===== src/rtl/shift_reg_input_ctrl.sv =====
// Board-control front end for Shift_reg: sync + debounce 16 switches and DEL/SET buttons,
// turn events into one-cycle add/del/set pulses. Optional DEL auto-repeat under `DEL_REPEAT_EN.

module shift_reg_input_ctrl_db #(
    parameter int CNT_MAX = 1000000,
    parameter int CW      = 20
) (
    input  logic clk,
    input  logic rst,
    input  logic raw,
    output logic db
);
    logic          s1, s2;
    logic [CW-1:0] cnt;

    always_ff @(posedge clk) begin
        if (rst) begin
            s1  <= 1'b0;
            s2  <= 1'b0;
            db  <= 1'b0;
            cnt <= '0;
        end else begin
            s1 <= raw;
            s2 <= s1;
            if (s2 == db)
                cnt <= '0;
            else if (cnt == CW'(CNT_MAX)) begin
                db  <= s2;
                cnt <= '0;
            end else
                cnt <= cnt + CW'(1);
        end
    end
endmodule

module shift_reg_input_ctrl #(
    parameter int CNT_MAX    = 1000000,
    parameter int REPEAT_DLY = 50000000,
    parameter int REPEAT_PER = 10000000
) (
    input  logic        clk,
    input  logic        rst,
    input  logic [15:0] sw,
    input  logic        btn_del,
    input  logic        btn_set,
    output logic [3:0]  hex,
    output logic        add,
    output logic        del,
    output logic        set,
    output logic        ready
);
    localparam int NIN  = 18;
    localparam int M0   = (CNT_MAX + 5 > REPEAT_DLY) ? CNT_MAX + 5 : REPEAT_DLY;
    localparam int MAXV = (M0 > REPEAT_PER) ? M0 : REPEAT_PER;
    localparam int CW   = $clog2(MAXV);

    typedef enum logic {INIT, RUN} state_t;

    logic [NIN-1:0] raw, db, db_d;
    assign raw = {btn_set, btn_del, sw};

    for (genvar i = 0; i < NIN; i++) begin : g_db
        shift_reg_input_ctrl_db #(.CNT_MAX(CNT_MAX), .CW(CW)) u_db (
            .clk (clk),
            .rst (rst),
            .raw (raw[i]),
            .db  (db[i])
        );
    end

    always_ff @(posedge clk) begin
        if (rst) db_d <= '0;
        else     db_d <= db;
    end

    state_t        state;
    logic [CW-1:0] init_cnt;
    logic [15:0]   sw_pend, sw_clr, evt_sw;
    logic          del_pend, set_pend, evt_del, evt_set, rep_evt;
    logic          g_add, g_del, g_set, g_any;
    logic [3:0]    g_idx;

`ifdef DEL_REPEAT_EN
    logic [CW-1:0] rep_cnt;
    logic          rep_phase, rep_fire;

    // First repeat after REPEAT_DLY, then every REPEAT_PER, for as long as DEL stays held.
    always_ff @(posedge clk) begin
        if (rst || state != RUN || !db[16]) begin
            rep_cnt   <= '0;
            rep_phase <= 1'b0;
            rep_fire  <= 1'b0;
        end else if (!rep_phase && rep_cnt == CW'(REPEAT_DLY - 1)) begin
            rep_cnt   <= '0;
            rep_phase <= 1'b1;
            rep_fire  <= 1'b1;
        end else if (rep_phase && rep_cnt == CW'(REPEAT_PER - 1)) begin
            rep_cnt  <= '0;
            rep_fire <= 1'b1;
        end else begin
            rep_cnt  <= rep_cnt + CW'(1);
            rep_fire <= 1'b0;
        end
    end
    assign rep_evt = rep_fire & db[16];
`else
    assign rep_evt = 1'b0;
`endif

    // Switches fire on either edge, buttons only on press.
    assign evt_sw  = db[15:0] ^ db_d[15:0];
    assign evt_del = (db[16] & ~db_d[16]) | rep_evt;
    assign evt_set = db[17] & ~db_d[17];

    always_comb begin
        g_idx = '0;
        g_any = 1'b0;
        for (int i = 15; i >= 0; i--) begin
            if (sw_pend[i]) begin
                g_idx = 4'(i);
                g_any = 1'b1;
            end
        end
    end

    assign g_set  = set_pend;
    assign g_del  = del_pend & ~set_pend;
    assign g_add  = g_any & ~set_pend & ~del_pend;
    assign sw_clr = g_add ? (16'd1 << g_idx) : 16'd0;

    always_ff @(posedge clk) begin
        if (rst) begin
            state    <= INIT;
            init_cnt <= '0;
            ready    <= 1'b0;
            sw_pend  <= '0;
            del_pend <= 1'b0;
            set_pend <= 1'b0;
            hex      <= '0;
            add      <= 1'b0;
            del      <= 1'b0;
            set      <= 1'b0;
        end else begin
            case (state)
                INIT: begin
                    // Debouncers settle on the power-up input levels; anything they report is dropped.
                    sw_pend  <= '0;
                    del_pend <= 1'b0;
                    set_pend <= 1'b0;
                    add      <= 1'b0;
                    del      <= 1'b0;
                    set      <= 1'b0;
                    if (init_cnt == CW'(CNT_MAX + 3)) begin
                        state    <= RUN;
                        ready    <= 1'b1;
                        init_cnt <= '0;
                    end else
                        init_cnt <= init_cnt + CW'(1);
                end
                RUN: begin
                    sw_pend  <= (sw_pend & ~sw_clr) | evt_sw;
                    del_pend <= (del_pend & ~g_del) | evt_del;
                    set_pend <= (set_pend & ~g_set) | evt_set;
                    add      <= g_add;
                    del      <= g_del;
                    set      <= g_set;
                    if (g_add) hex <= g_idx;
                end
                default: state <= INIT;
            endcase
        end
    end
endmodule


===== config.mk =====
export PLATFORM = sky130hd
export DESIGN_NAME = shift_reg_input_ctrl
export DESIGN_NICKNAME = d
export VERILOG_FILES = /design/src/rtl/shift_reg_input_ctrl.sv
export SDC_FILE = /design/constraint.sdc
export NUM_CORES = 1
export LEC_CHECK = 0
export CAP_MARGIN = 15
export CORE_UTILIZATION = 57
export DETAILED_ROUTE_END_ITERATION = 12
export DONT_BUFFER_PORTS = 1
export PLACE_DENSITY_LB_ADDON = 0.25
export SYNTH_ARGS = -nofsm -noshare
export SYNTH_HDL_FRONTEND = slang
export SYNTH_SLANG_ARGS = --single-unit

===== constraint.sdc =====
create_clock -name clk -period 2.09 [get_ports clk]
set_input_delay 0.3135 -clock clk [delete_from_list [all_inputs] [get_ports clk]]
set_output_delay 0.3135 -clock clk [all_outputs]
set_load 0.005 [all_outputs]

# Word-level counts from Yosys, hierarchy flattened
# Cells that the tools add are included.
dict set report classes {
  add_sub_neg 19
  n_eq_ne 37
  n_shift 1
  n_mux 42
  bitwise 35
  n_reduce_logical 38
}
# op count
set op_table {}
lappend op_table {{26-bit by 1-bit adder with 26-bit output, second input constant} 19}
lappend op_table {{26-bit by 20-bit equality test with 1-bit output, second input constant} 19}
lappend op_table {{4-bit 2-to-1 mux} 16}
lappend op_table {{3-bit OR reduction} 18}
lappend op_table {{2-bit AND reduction} 20}
lappend op_table {{16-bit case mux with 2 select lines} 1}
lappend op_table {{26-bit 2-to-1 mux} 1}
lappend op_table {{1-bit NOT} 24}
lappend op_table {{1-bit equality test} 18}
lappend op_table {{1-bit 2-to-1 mux} 18}
lappend op_table {{16-bit AND} 1}
lappend op_table {{16-bit 2-to-1 mux} 1}
lappend op_table {{16-bit NOT} 1}
lappend op_table {{16-bit bitwise OR} 1}
lappend op_table {{1-bit by 4-bit left shift with 16-bit output, first input constant} 1}
lappend op_table {{16-bit XOR} 1}
lappend op_table {{1-bit case mux with 2 select lines} 5}
lappend op_table {{1-bit AND} 6}
lappend op_table {{1-bit bitwise OR} 1}
dict set report totals {
  ff_bits 593
  output_inout_bits 8
  elab_cells 255
}

# Longest topological paths before layout
# Gate-level depths: netlist of run 1.
dict set report logic_depth {
  depth_word 23
  ltp_mapped 9
  mapped_depth_nobuf 7
}

# Modules after synthesis
# A second synthesis of run 1 with hierarchy kept.
dict set report hier_totals {
  cells_unflattened 3174
  hier_area_um2 28287.1
}
# mod n_inst cells_per_inst area_each_um2
set modules_own_cells {}
lappend modules_own_cells {{shift_reg_input_ctrl_db at g_db[0].u_db ...} 17 158 1405.1}
lappend modules_own_cells {shift_reg_input_ctrl 1 332 3051.7}
lappend modules_own_cells {{shift_reg_input_ctrl_db at g_db[9].u_db} 1 156 1348.8}

# Least setup slack after synthesis of run 1
# No wires, ideal clock.
dict set report synth_path {
  path_type {register to register}
  from {reg g_db[12].u_db.cnt[0]}
  to {reg g_db[12].u_db.cnt[2]}
  setup_time_ns 0.115
  arrival_ns 1.849
  required_ns 1.975
  path_slack_ns 0.126
  path_stages_with_launch 9
  period_less_slack_ns 1.964
  cell_sequence {dfxtp_1 inv_1 ha_1 or4b_2 nor4_2 or3_1 buf_4 buf_6 nor2_1}
}
dict set report synth_between {
  elab_chain_cells 2
  word_cells_on_any_way 3
}
# element line
set synth_lines {}
lappend synth_lines {{start: declaration} 14} ;# logic [CW-1:0] cnt;
lappend synth_lines {{start signal: assignment} 31} ;# cnt <= cnt + CW'(1);
lappend synth_lines {{branches (longest 2 deep; another with 26-bit by 1-bit adder with 26-bit output)} -}
# Several ways; the timed one is not identified.
# A chain may end at the register's enable or synchronous reset.

# Final worst setup path of run 1
dict set report layout_path {
  from {reg g_db[11].u_db.cnt[21]}
  to {reg g_db[11].u_db.cnt[6]}
}
dict set report layout_between {
  elab_chain_cells 2
}
# element line
set layout_lines {}
lappend layout_lines {{start: declaration} 14}
lappend layout_lines {{start signal: assignment} 31}
lappend layout_lines {{26-bit by 20-bit equality test with 1-bit output} 27} ;# else if (cnt == CW'(CNT_MAX)) begin
lappend layout_lines {{3-bit OR reduction (no source line)} -}
# Every way passes these cells.

==> metrics.txt, run 1 <==
status complete, no violations; DRC viols 0; startpoint types register; Slew HR 0.572; die height approximately 220 µm; post-synthesis register bit count around 600; HPWL after DPL roughly 33000 µm; period utilisation layout 0.949; CTS tree done; synthesis warning total 0; IO buf count 0; Flop pwr share 0.497; DRT Pass-1 Iters 5; Reg2Reg Depth 6; latest clock arrival within the worst-skew pair 610 ps; global-route wire length before repair ~86000 µm; Crit Path Class register to register; Root Driver clkbuf_16; htree depth 2; combinational share of power 0.012; largest net degree at the start of global routing 85; setup_tns 0 ps; Vias around 20000; max-slew violations 0; Tot GR Track Use 0.214; R2R setup slack ~110 ps; Worst VDD drop between 0.0007 and 0.0008 V; RR Endpoint g_db[11].u_db.cnt[6]; CTS clk-pin slew, worst paths ~60 ps; Static Leak just under 10 nW; number of global-route vias before repair 19100; Die ar. ~47000 µm²; share of cells above drive strength 1 0.0704; CP Max Fanout 16; sequential element share of the synthesized area 0.456; unique cell type count in the Yosys netlist 57; Syn Nets around 3000; TritonCTS buffer count 60; Mapped Avg Cell Area around 8.8 µm²; diode count 0; non-filler instance count after layout 3660; Internal Power 18.3 mW; routed wire length roughly 50000 µm; crit path time final 1980 ps; placed insts ~3500; clock share of power 0.491; Pwr per Cell Area around 780 nW/µm²; Required @ worst endpoint roughly 2600 ps; DR vias/cell roughly 5.4; Clock Tree Buf Depth 3; Hold EP init_cnt[9]; post-DR wirelength/cell 13.7 µm; Post-synth EDFFs 0; Sink Count 593; initial antenna violation count 0; Hold Crit Depth 3; Starting Density 0.583; synthesized area roughly 26000 µm²; Max-Cap Viols 0; IO Count 28; sw frac 0.202; Fillers 3543; dpl ws just over 90 ps; HP Start rst; endpoints failing hold 0; Worst EP arrival about 2500 ps; final net count between 3000 and 4000; Cells after Synth 2973; worst r2r src g_db[11].u_db.cnt[21]; FMAX between 500 and 600 MHz; Async S/R FF share, synth 0; global placement routability congestion between 0.8 and 0.9; worst slew pin tran 637 ps; top_reg_cell synth dfxtp_1; Layout Skew ~13 ps; starting DRC count in detailed routing 1241; core area 44600 µm²; Routed Antenna Nets 0; FP Rows between 70 and 80; hold crit path type input port to register; NetSw 4.63 mW; Layout area overhead 12.4%; Die Wd approximately 220 µm; total gr overflow 0; crit end category register; RSZ-0062 raised after global routing false; endpoints failing setup 0; setup ws final about 110 ps
worst max-delay path, cell delays in order (launching register included):
cell and delay, ps:
dfxtp_1 350, or4_1 490, or3_1 330, nor4_2 230, or3_1 180, buf_4 210, nor2_1 80
flip-flops by register name (all words and copies together), names as in the netlist, 4 cells and up:
| name | flops |
|---|---|
| g_db.u_db.cnt | 468 |
| sw_pend | 16 |
| g_db.u_db.s1 | 18 |
| init_cnt | 26 |
| db_d | 18 |
| hex | 4 |
| g_db.u_db.s2 | 18 |
| g_db.u_db.db | 18 |
metal layers:
metal,track usage,wire (µm)
met2,0.366,23700
met1,0.276,23700
met5,0,0
met3,0.0306,1570
met4,0.0690,1050
cell usage after synthesis, drive strengths merged (37+ instances only):
cell | n | area share
clkbuf | 53 | 0.0077
nand2 | 167 | 0.024
nor2b | 59 | 0.014
nor3 | 78 | 0.016
nor2 | 603 | 0.087
xor2 | 307 | 0.10
nor4 | 68 | 0.019
and3 | 83 | 0.020
xnor2 | 172 | 0.058
dfxtp | 593 | 0.46
ha | 37 | 0.018
inv | 88 | 0.013
buf | 47 | 0.012
nand4 | 129 | 0.031
nand3 | 228 | 0.044
placed cells by master (no fill, tap or decap), types with 12 or more instances in the layout:
cell type and instances:
dlygate4sd3_1 18, nor4b_1 34, nand3_1 228, inv_1 88, nand2_1 167, buf_4 56
and2_1 18, nor2b_1 59, xor2_1 307, nand4_1 129, dfxtp_1 591, mux2i_1 18
clkbuf_8 14, nand2b_1 13, o21ai_0 12, xnor2_1 172, clkinv_2 13, ha_1 36
nor4_1 55, and3_1 83, nor2_1 602, or3_1 30, a21oi_1 26, nor4_2 12
nor3_1 72, and4_1 36, clkbuf_16 61
kinds of logic (layout without fill, tap and decap cells):
logic type | Yosys count | after routing | synth area share
and+or+nand+nor | 1591 | 1591 | 0.308
DFF | 593 | 593 | 0.456
xor gates and xnor gates | 479 | 479 | 0.161
buffers and inverters | 188 | 283 | 0.0326
AOI/OAI and AO/OA | 67 | 67 | 0.0174
adders and majority gates | 37 | 37 | 0.0178
muxes | 18 | 18 | 0.00693
layout make-up:
type | count | area, µm² | share of cell area
Clock inverter | 30 | 375 | 0.0128
Multi-Input combinational cell | 2192 | 13300 | 0.456
Inverter | 88 | 330 | 0.0113
Timing Repair Buffer | 86 | 840 | 0.0287
Clock buffer | 79 | 1730 | 0.0593
Tap cell | 592 | 741 | 0.0253
Sequential cell | 593 | 11900 | 0.406
metrics by stage:
stage | hold WS, ps | utilization | area (µm²) | power [mW]
floorplan | 373 | - | 26000 | 11.8
global placement | 381 | 0.602 | 26900 | 11.8
detailed placement | 397 | 0.602 | 26900 | 11.8
CTS | 31.9 | 0.654 | 29200 | 23.1
global route | 61.5 | 0.655 | 29200 | 23.6
finish | 69.1 | 0.655 | 29200 | 22.9
power by group through the flow:
stage	Sequential, mW	Combinational (mW)	Clock (mW)
after detailed placement	11.6	0.201	0
after CTS	11.4	0.265	11.5
after global routing	11.4	0.294	12.0
after floorplan	11.6	0.180	0
final	11.4	0.264	11.2
after global placement	11.6	0.197	0
worst max path at each step:
| stage | start | to | depth (start not counted) | slack, ps |
|---|---|---|---|---|
| 2_1_floorplan | g_db[12].u_db.cnt[0] | g_db[12].u_db.cnt[2] | 8 | 130 |
| 3_3_place_gp | init_cnt[0] | init_cnt[3] | 7 | 120 |
| 3_5_place_dp | init_cnt[0] | init_cnt[12] | 7 | 90 |
| 4_1_cts | init_cnt[0] | init_cnt[12] | 7 | 60 |
| 5_1_grt | g_db[6].u_db.cnt[0] | g_db[6].u_db.cnt[6] | 8 | 0.03 |
| 6_report | g_db[11].u_db.cnt[21] | g_db[11].u_db.cnt[6] | 6 | 110 |
what timing repair did:
item | CTS | global route
endpoints found under the hold margin | 84 | 0
hold buffers | 19 | 0
gates resized for setup | 0 | 11
setup buffers | 0 | 2
endpoints found under the setup margin | 0 | 66
No activity file was read; power rests on OpenSTA's default activity.
==> run 2: changes to the inputs <==
Settings changed: CORE_UTILIZATION 57 to 60, CTS_CLUSTER_SIZE set to 24, PLACE_DENSITY set to 0.75, PLACE_DENSITY_LB_ADDON 0.25 to not set.
Clock period 2.09 ns to 2.53 ns, I/O delays scaled along.
==> run 2 against run 1 <==
Against the previous run: first-iteration DRC count fell by 15%; maximum frequency decreased by 12%; largest power group unchanged; global-route usage up 1.1 points; sequential share of layout area rose by 0.71 points; sequential cell count did not move; largest cell class unchanged; highest routed layer unchanged; via count fell by 0.56%; wire length fell by 1.2%; critical path type unchanged; die area fell by 5.0%.
==> metrics.txt, run 2 (synthesized netlist as in run 1, its figures left out) <==
status complete, no violations (unchanged); Vias 19700 (was 19800); hold crit path type input port to register (unchanged); startpoint types register (unchanged); diode count 0 (unchanged); Biggest register g_db.u_db.cnt (unchanged); DRC viols 0 (unchanged); Placement Cell Area 26500 µm² (was 26900 µm²); CTS tree done (unchanged); number of global-route vias before repair 19000 (was 19100); Multi-input gate area 13300 µm² (about the same); Clock Tree Buf Depth 3 (unchanged); DR vias/cell 5.47 (was 5.42); post-CTS setup buffers 0 (unchanged); RR Endpoint init_cnt[11] (was g_db[11].u_db.cnt[6]); CTS clk-pin slew, worst paths 60 ps (about the same); share of cells above drive strength 1 0.0541 (was 0.0704); IO buf count 0 (unchanged); RSZ-0062 raised after global routing false (unchanged); Tot GR Track Use 0.224 (was 0.214); Worst VDD drop 0.000577 V (was 0.000780 V); global placement routability congestion 0.863 (was 0.854); Required @ worst endpoint 3000 ps (was 2580 ps); FP Rows 75 (was 77); Worst EP arrival 2730 ps (was 2480 ps); setup_tns 0 ps (unchanged); Die Wd 210 µm (was 216 µm); Fillers 3325 (was 3543); Starting Density 0.615 (was 0.583); overall power 18.6 mW (was 22.9 mW); endpoints failing setup 0 (unchanged); routed wire length 49400 µm (was 50000 µm); Layout area overhead 10.4% (was 12.4%); Slew HR 0.427 (was 0.572); largest net degree at the start of global routing 84 (was 85); global-route wire length before repair 85400 µm (was 86100 µm); CTS resizes 0 (unchanged); starting DRC count in detailed routing 1057 (was 1241); Setup crit start init_cnt[0] (was g_db[11].u_db.cnt[21]); commonest non-fill, non-tap cell in the layout nor2_1 (unchanged); die height 210 µm (was 216 µm); Sink Count 593 (unchanged); DRT Pass-1 Iters 5 (unchanged); Max-Cap Viols 0 (unchanged); FF+latch area 11900 µm² (about the same); Routed Antenna Nets 0 (unchanged); endpoints failing hold 0 (unchanged); CP Max Fanout 23 (was 16); Largest register FFs 468 (unchanged); Hold EP sw_pend[8] (was init_cnt[9]); core area 42300 µm² (was 44600 µm²); max-slew violations 0 (unchanged); HP Start rst (unchanged); FMAX 442 MHz (was 504 MHz); Die ar. 44200 µm² (was 46500 µm²); total gr overflow 0 (unchanged); HPWL after DPL 32400 µm (was 32900 µm); Hold-fix buffers, CTS 19 (unchanged); period utilisation layout 0.894 (was 0.949); fin util 0.679 (was 0.655); Static Leak 9.40 nW (was 9.66 nW); R2R setup slack 270 ps (was 110 ps); top flop regs g_db.u_db.cnt: 468 flops, init_cnt: 26 flops (unchanged); crit end category register (unchanged); IO Count 28 (unchanged); post-DR wirelength/cell 13.7 µm (about the same); Crit Path Class register to register (unchanged); final net count 3041 (was 3078); Pwr per Cell Area 649 nW/µm² (was 783 nW/µm²); TritonCTS buffer count 58 (was 60); worst r2r src init_cnt[0] (was g_db[11].u_db.cnt[21]); Hold Worst Slack 132 ps (was 69.1 ps); Reg2Reg Depth 6 (unchanged); Root Driver clkbuf_16 (unchanged); htree depth 2 (unchanged); latest clock arrival within the worst-skew pair 610 ps (about the same); Hold Crit Depth 3 (unchanged); initial antenna violation count 0 (unchanged); crit path time final 2260 ps (was 1980 ps); Layout Skew 14.4 ps (was 13.2 ps); most frequent cells in the layout nor2_1 (603), dfxtp_1 (593), xor2_1 (307) (was nor2_1 (602), dfxtp_1 (591), xor2_1 (307)); worst slew pin tran 858 ps (was 637 ps); post-route design area 28700 µm² (was 29200 µm²)
-- run 2: cell types whose count changed in the layout (fill, tap and decap cells not counted), moves of 3 or more --
| cell | delta |
|---|---|
| clkinv_2 | -3 |
| buf_4 | -25 |
| buf_12 | -9 |
| clkinvlp_4 | -5 |
| clkbuf_8 | +3 |
| clkbuf_1 | +7 |
-- run 2: power breakdown --
part           switching [mW]  internal, mW
registers              0.0296          9.38
logic                   0.119        0.0777
clock network            3.56          5.49
-- run 2: worst max-delay path by stage --
stage | to | cells past startpoint
2_1_floorplan | g_db[12].u_db.cnt[2] | 8
3_3_place_gp | init_cnt[19] | 6
3_5_place_dp | init_cnt[16] | 6
4_1_cts | init_cnt[8] | 6
5_1_grt | init_cnt[11] | 6
6_report | init_cnt[11] | 6
-- run 2: routing by layer --
metal | wire length (µm) | vias to the layer above | share of wire | track usage
met5 | 0 | - | 0 | 0
met4 | 835 | 0 | 0.017 | 0.0569
met3 | 2000 | 79 | 0.040 | 0.0402
met2 | 23500 | 297 | 0.48 | 0.388
met1 | 23000 | 9313 | 0.47 | 0.288
li1 | - | 10000 | - | -
-- run 2: worst max-delay path, stage by stage, from the launching register on --
cell,delay (ps)
dfxtp_1,380
ha_1,240
nor3b_1,200
nand4_1,150
or4_4,600
o21bai_4,450
nor2_1,120
-- run 2: stage by stage --
stage | std cells | setup slack (ps)
after floorplan | 2973 | 566
after global placement | 3482 | 364
after detailed placement | 3482 | 266
after CTS | 3608 | 246
after global routing | 3608 | 66.5
final | 3608 | 269
-- run 2: layout make-up --
class | count | share of cell area
clock inverters | 18 | 0.00854
well taps | 577 | 0.0251
flip-flops and latches | 593 | 0.413
repair buffers | 51 | 0.0160
multi-input cells | 2192 | 0.463
clock buffers | 89 | 0.0627
inverters | 88 | 0.0115
==> run 3: changes to the inputs <==
Settings changed: SYNTH_HIERARCHICAL set to 1.
==> run 3 against run 2 <==
Against the previous run: maximum frequency up 9.0%; utilization down 2.4 points; wire length up 17%; cell count up 5.2%; clock-buffer cell count down 15; global-route usage up 1.5 points; via count up 17%; design area up 6.2%; die area up 8.6%; non-clock buffer count down 10; setup slack better by 190 ps.
==> metrics.txt, run 3 <==
setup_tns 0 ps (unchanged); top-count cell post-synth dfxtp_1 (was nor2_1); IO Count 28 (unchanged); Routed Antenna Nets 0 (unchanged); unique cell type count in the Yosys netlist 57 (unchanged); htree depth 2 (unchanged); DRT Pass-1 Iters 5 (unchanged); Synth area leaders dfxtp_1 (42%), nor2_1 (5.1%), xor2_1 (5.0%) (was dfxtp_1 (46%), xor2_1 (10%), nor2_1 (8.7%)); CP Max Fanout 21 (was 23); DRC viols 0 (unchanged); die height 219 µm (was 210 µm); total gr overflow 0 (unchanged); global-route wire length before repair 98900 µm (was 85400 µm); Hold-fix buffers, CTS 19 (unchanged); Hold Worst Slack 59.9 ps (was 132 ps); DR vias/cell 6.08 (was 5.47); core area 46600 µm² (was 42300 µm²); post-CTS setup buffers 0 (unchanged); latest clock arrival within the worst-skew pair 620 ps (was 610 ps); Crit Path Class register to register (unchanged); Syn Nets 3231 (was 3030); synthesized area 28300 µm² (was 26000 µm²); Flop pwr share 0.493 (was 0.504); RSZ-0062 raised after global routing false (unchanged); Mapped Avg Cell Area 8.91 µm² (was 8.75 µm²); largest net degree at the start of global routing 84 (unchanged); Tot GR Track Use 0.240 (was 0.224); starting DRC count in detailed routing 1422 (was 1057); startpoint types register (unchanged); worst slew pin tran 913 ps (was 858 ps); dpl ws 451 ps (was 266 ps); Max-Cap Viols 0 (unchanged); Starting Density 0.608 (was 0.615); endpoints failing setup 0 (unchanged); number of global-route vias before repair 21400 (was 19000); Worst VDD drop 0.000691 V (was 0.000577 V); period utilisation layout 0.820 (was 0.894); most frequent cells after synthesis dfxtp_1 (593), nor2_1 (384), a21oi_1 (218) (was nor2_1 (603), dfxtp_1 (593), xor2_1 (307)); post-synth top area share 0.420 (was 0.456); Layout area overhead 7.84% (was 10.4%); Root Driver clkbuf_16 (unchanged); post-DR wirelength/cell 15.3 µm (was 13.7 µm); share of cells above drive strength 1 0.0812 (was 0.0541); crit end category register (unchanged); Vias 23100 (was 19700); CTS clk-pin slew, worst paths 60 ps (about the same); endpoints failing hold 0 (unchanged); TritonCTS buffer count 61 (was 58); Post-synth EDFFs 0 (unchanged); diode count 0 (unchanged); Worst EP arrival 2550 ps (was 2730 ps); CTS resizes 0 (unchanged); FP Rows 79 (was 75); combinational share of power 0.011 (about the same); synthesis warning total 6 (was 0); hold crit path type input port to register (unchanged); Largest register FFs 468 (unchanged); most frequent cells in the layout dfxtp_1 (593), nor2_1 (384), a21oi_1 (218) (was nor2_1 (603), dfxtp_1 (593), xor2_1 (307)); Biggest register g_db.u_db/cnt (was g_db.u_db.cnt); CTS tree done (unchanged); Pwr per Cell Area 625 nW/µm² (was 649 nW/µm²); top_reg_cell synth dfxtp_1 (unchanged); Cells after Synth 3174 (was 2973); Static Leak 9.23 nW (was 9.40 nW); final net count 3202 (was 3041); max-slew violations 0 (unchanged); sequential element share of the synthesized area 0.420 (was 0.456); top flop regs g_db.u_db/cnt: 468 flops, init_cnt: 26 flops (was g_db.u_db.cnt: 468 flops, init_cnt: 26 flops); Slew HR 0.389 (was 0.427); routed wire length 58000 µm (was 49400 µm); Async S/R FF share, synth 0 (unchanged); Internal Power 15.2 mW (was 14.9 mW); global placement routability congestion 0.874 (was 0.863); commonest non-fill, non-tap cell in the layout dfxtp_1 (was nor2_1); NetSw 3.88 mW (was 3.71 mW); Fillers 3762 (was 3325); Clock Tree Buf Depth 3 (unchanged); initial antenna violation count 0 (unchanged); Required @ worst endpoint 3000 ps (about the same); HPWL after DPL 38300 µm (was 32400 µm); sw frac 0.203 (was 0.199); clock share of power 0.496 (was 0.485); Die ar. 48000 µm² (was 44200 µm²); post-synthesis register bit count 593 (unchanged); crit path time final 2070 ps (was 2260 ps); cell taking the most area after synthesis dfxtp_1 (unchanged); Die Wd 219 µm (was 210 µm); Layout Skew 18.9 ps (was 14.4 ps); Sink Count 593 (unchanged); setup ws final 457 ps (was 269 ps); IO buf count 0 (unchanged); FMAX 482 MHz (was 442 MHz); status complete, no violations (unchanged)
==> run 3: cell count changes after synthesis, moves of 44 or more <==
| cell | before | now |
|---|---|---|
| nor2_1 | 603 | 384 |
| nor3_1 | 72 | 27 |
| xor2_1 | 307 | 162 |
| and3_1 | 83 | 39 |
| o21ai_0 | 12 | 78 |
| buf_6 | 7 | 54 |
| or4_1 | 8 | 126 |
| o31ai_1 | 5 | 152 |
| and4_1 | 36 | 104 |
| a21oi_1 | 26 | 218 |
| nand3_1 | 228 | 162 |
==> run 3: path summary, 6_finish.rpt <==
| check | startpoint | slack, ps | endpoint | depth (start not counted) |
|---|---|---|---|---|
| max | init_cnt[4] | 460 | init_cnt[18] | 5 |
| min | rst | 60 | sw_pend[8] | 2 |
| max reg2reg | init_cnt[4] | 460 | init_cnt[18] | 5 |
| min reg2reg | db_d[17] | 390 | g_set | 1 |
==> run 3: stage by stage <==
stage	area (µm²)	power, mW	util	instances
final	30500	19.1	0.655	3797
after global routing	30500	19.7	0.655	3797
after CTS	30500	19.3	0.655	3797
after detailed placement	28200	9.77	0.605	3670
after global placement	28200	9.76	0.605	3670
after floorplan	28300	9.73	-	3174
==> run 3: cells by family (layout without fill, tap and decap cells) <==
family / count (synthesis) / in the layout / synth area share
compound gates: 502 / 502 / 0.110
buf+inv: 231 / 247 / 0.0496
simple gates: 1518 / 1518 / 0.314
xor+xnor: 292 / 292 / 0.0904
flops: 593 / 593 / 0.420
mux: 1 / 1 / 0.000354
fa+ha+maj: 37 / 37 / 0.0164
==> run 3: area by class of cell <==
class	instances	area, µm²	area share
clock buffers	74	1660	0.0543
clock inverters	34	464	0.0152
inverters	98	368	0.0121
multi-input cells	2350	15000	0.492
flip-flops and latches	593	11900	0.389
well taps	607	759	0.0249
repair buffers	41	373	0.0122
==> run 3: metal layers <==
layer	GRT usage	vias up	wire length, µm
met5	0	-	0
met4	0.0787	0	1300
met3	0.0310	94	2020
met2	0.409	346	28100
met1	0.312	11100	26500
li1	-	11600	-
==> run 3: worst max-delay path, stage by stage, from the launching register on <==
cell and delay (ps):
dfxtp_1 350, or4b_1 540, nor4_2 180, nand4_2 250
o21bai_4 510, nor2_1 110
==> run 3: power by group through the flow <==
| stage | logic [mW] | registers [mW] | clock network [mW] |
|---|---|---|---|
| 2_1_floorplan | 0.129 | 9.60 | 0 |
| 3_3_place_gp | 0.148 | 9.61 | 0 |
| 3_5_place_dp | 0.154 | 9.61 | 0 |
| 4_1_cts | 0.209 | 9.40 | 9.67 |
| 5_1_grt | 0.231 | 9.40 | 10.0 |
| 6_report | 0.206 | 9.41 | 9.46 |
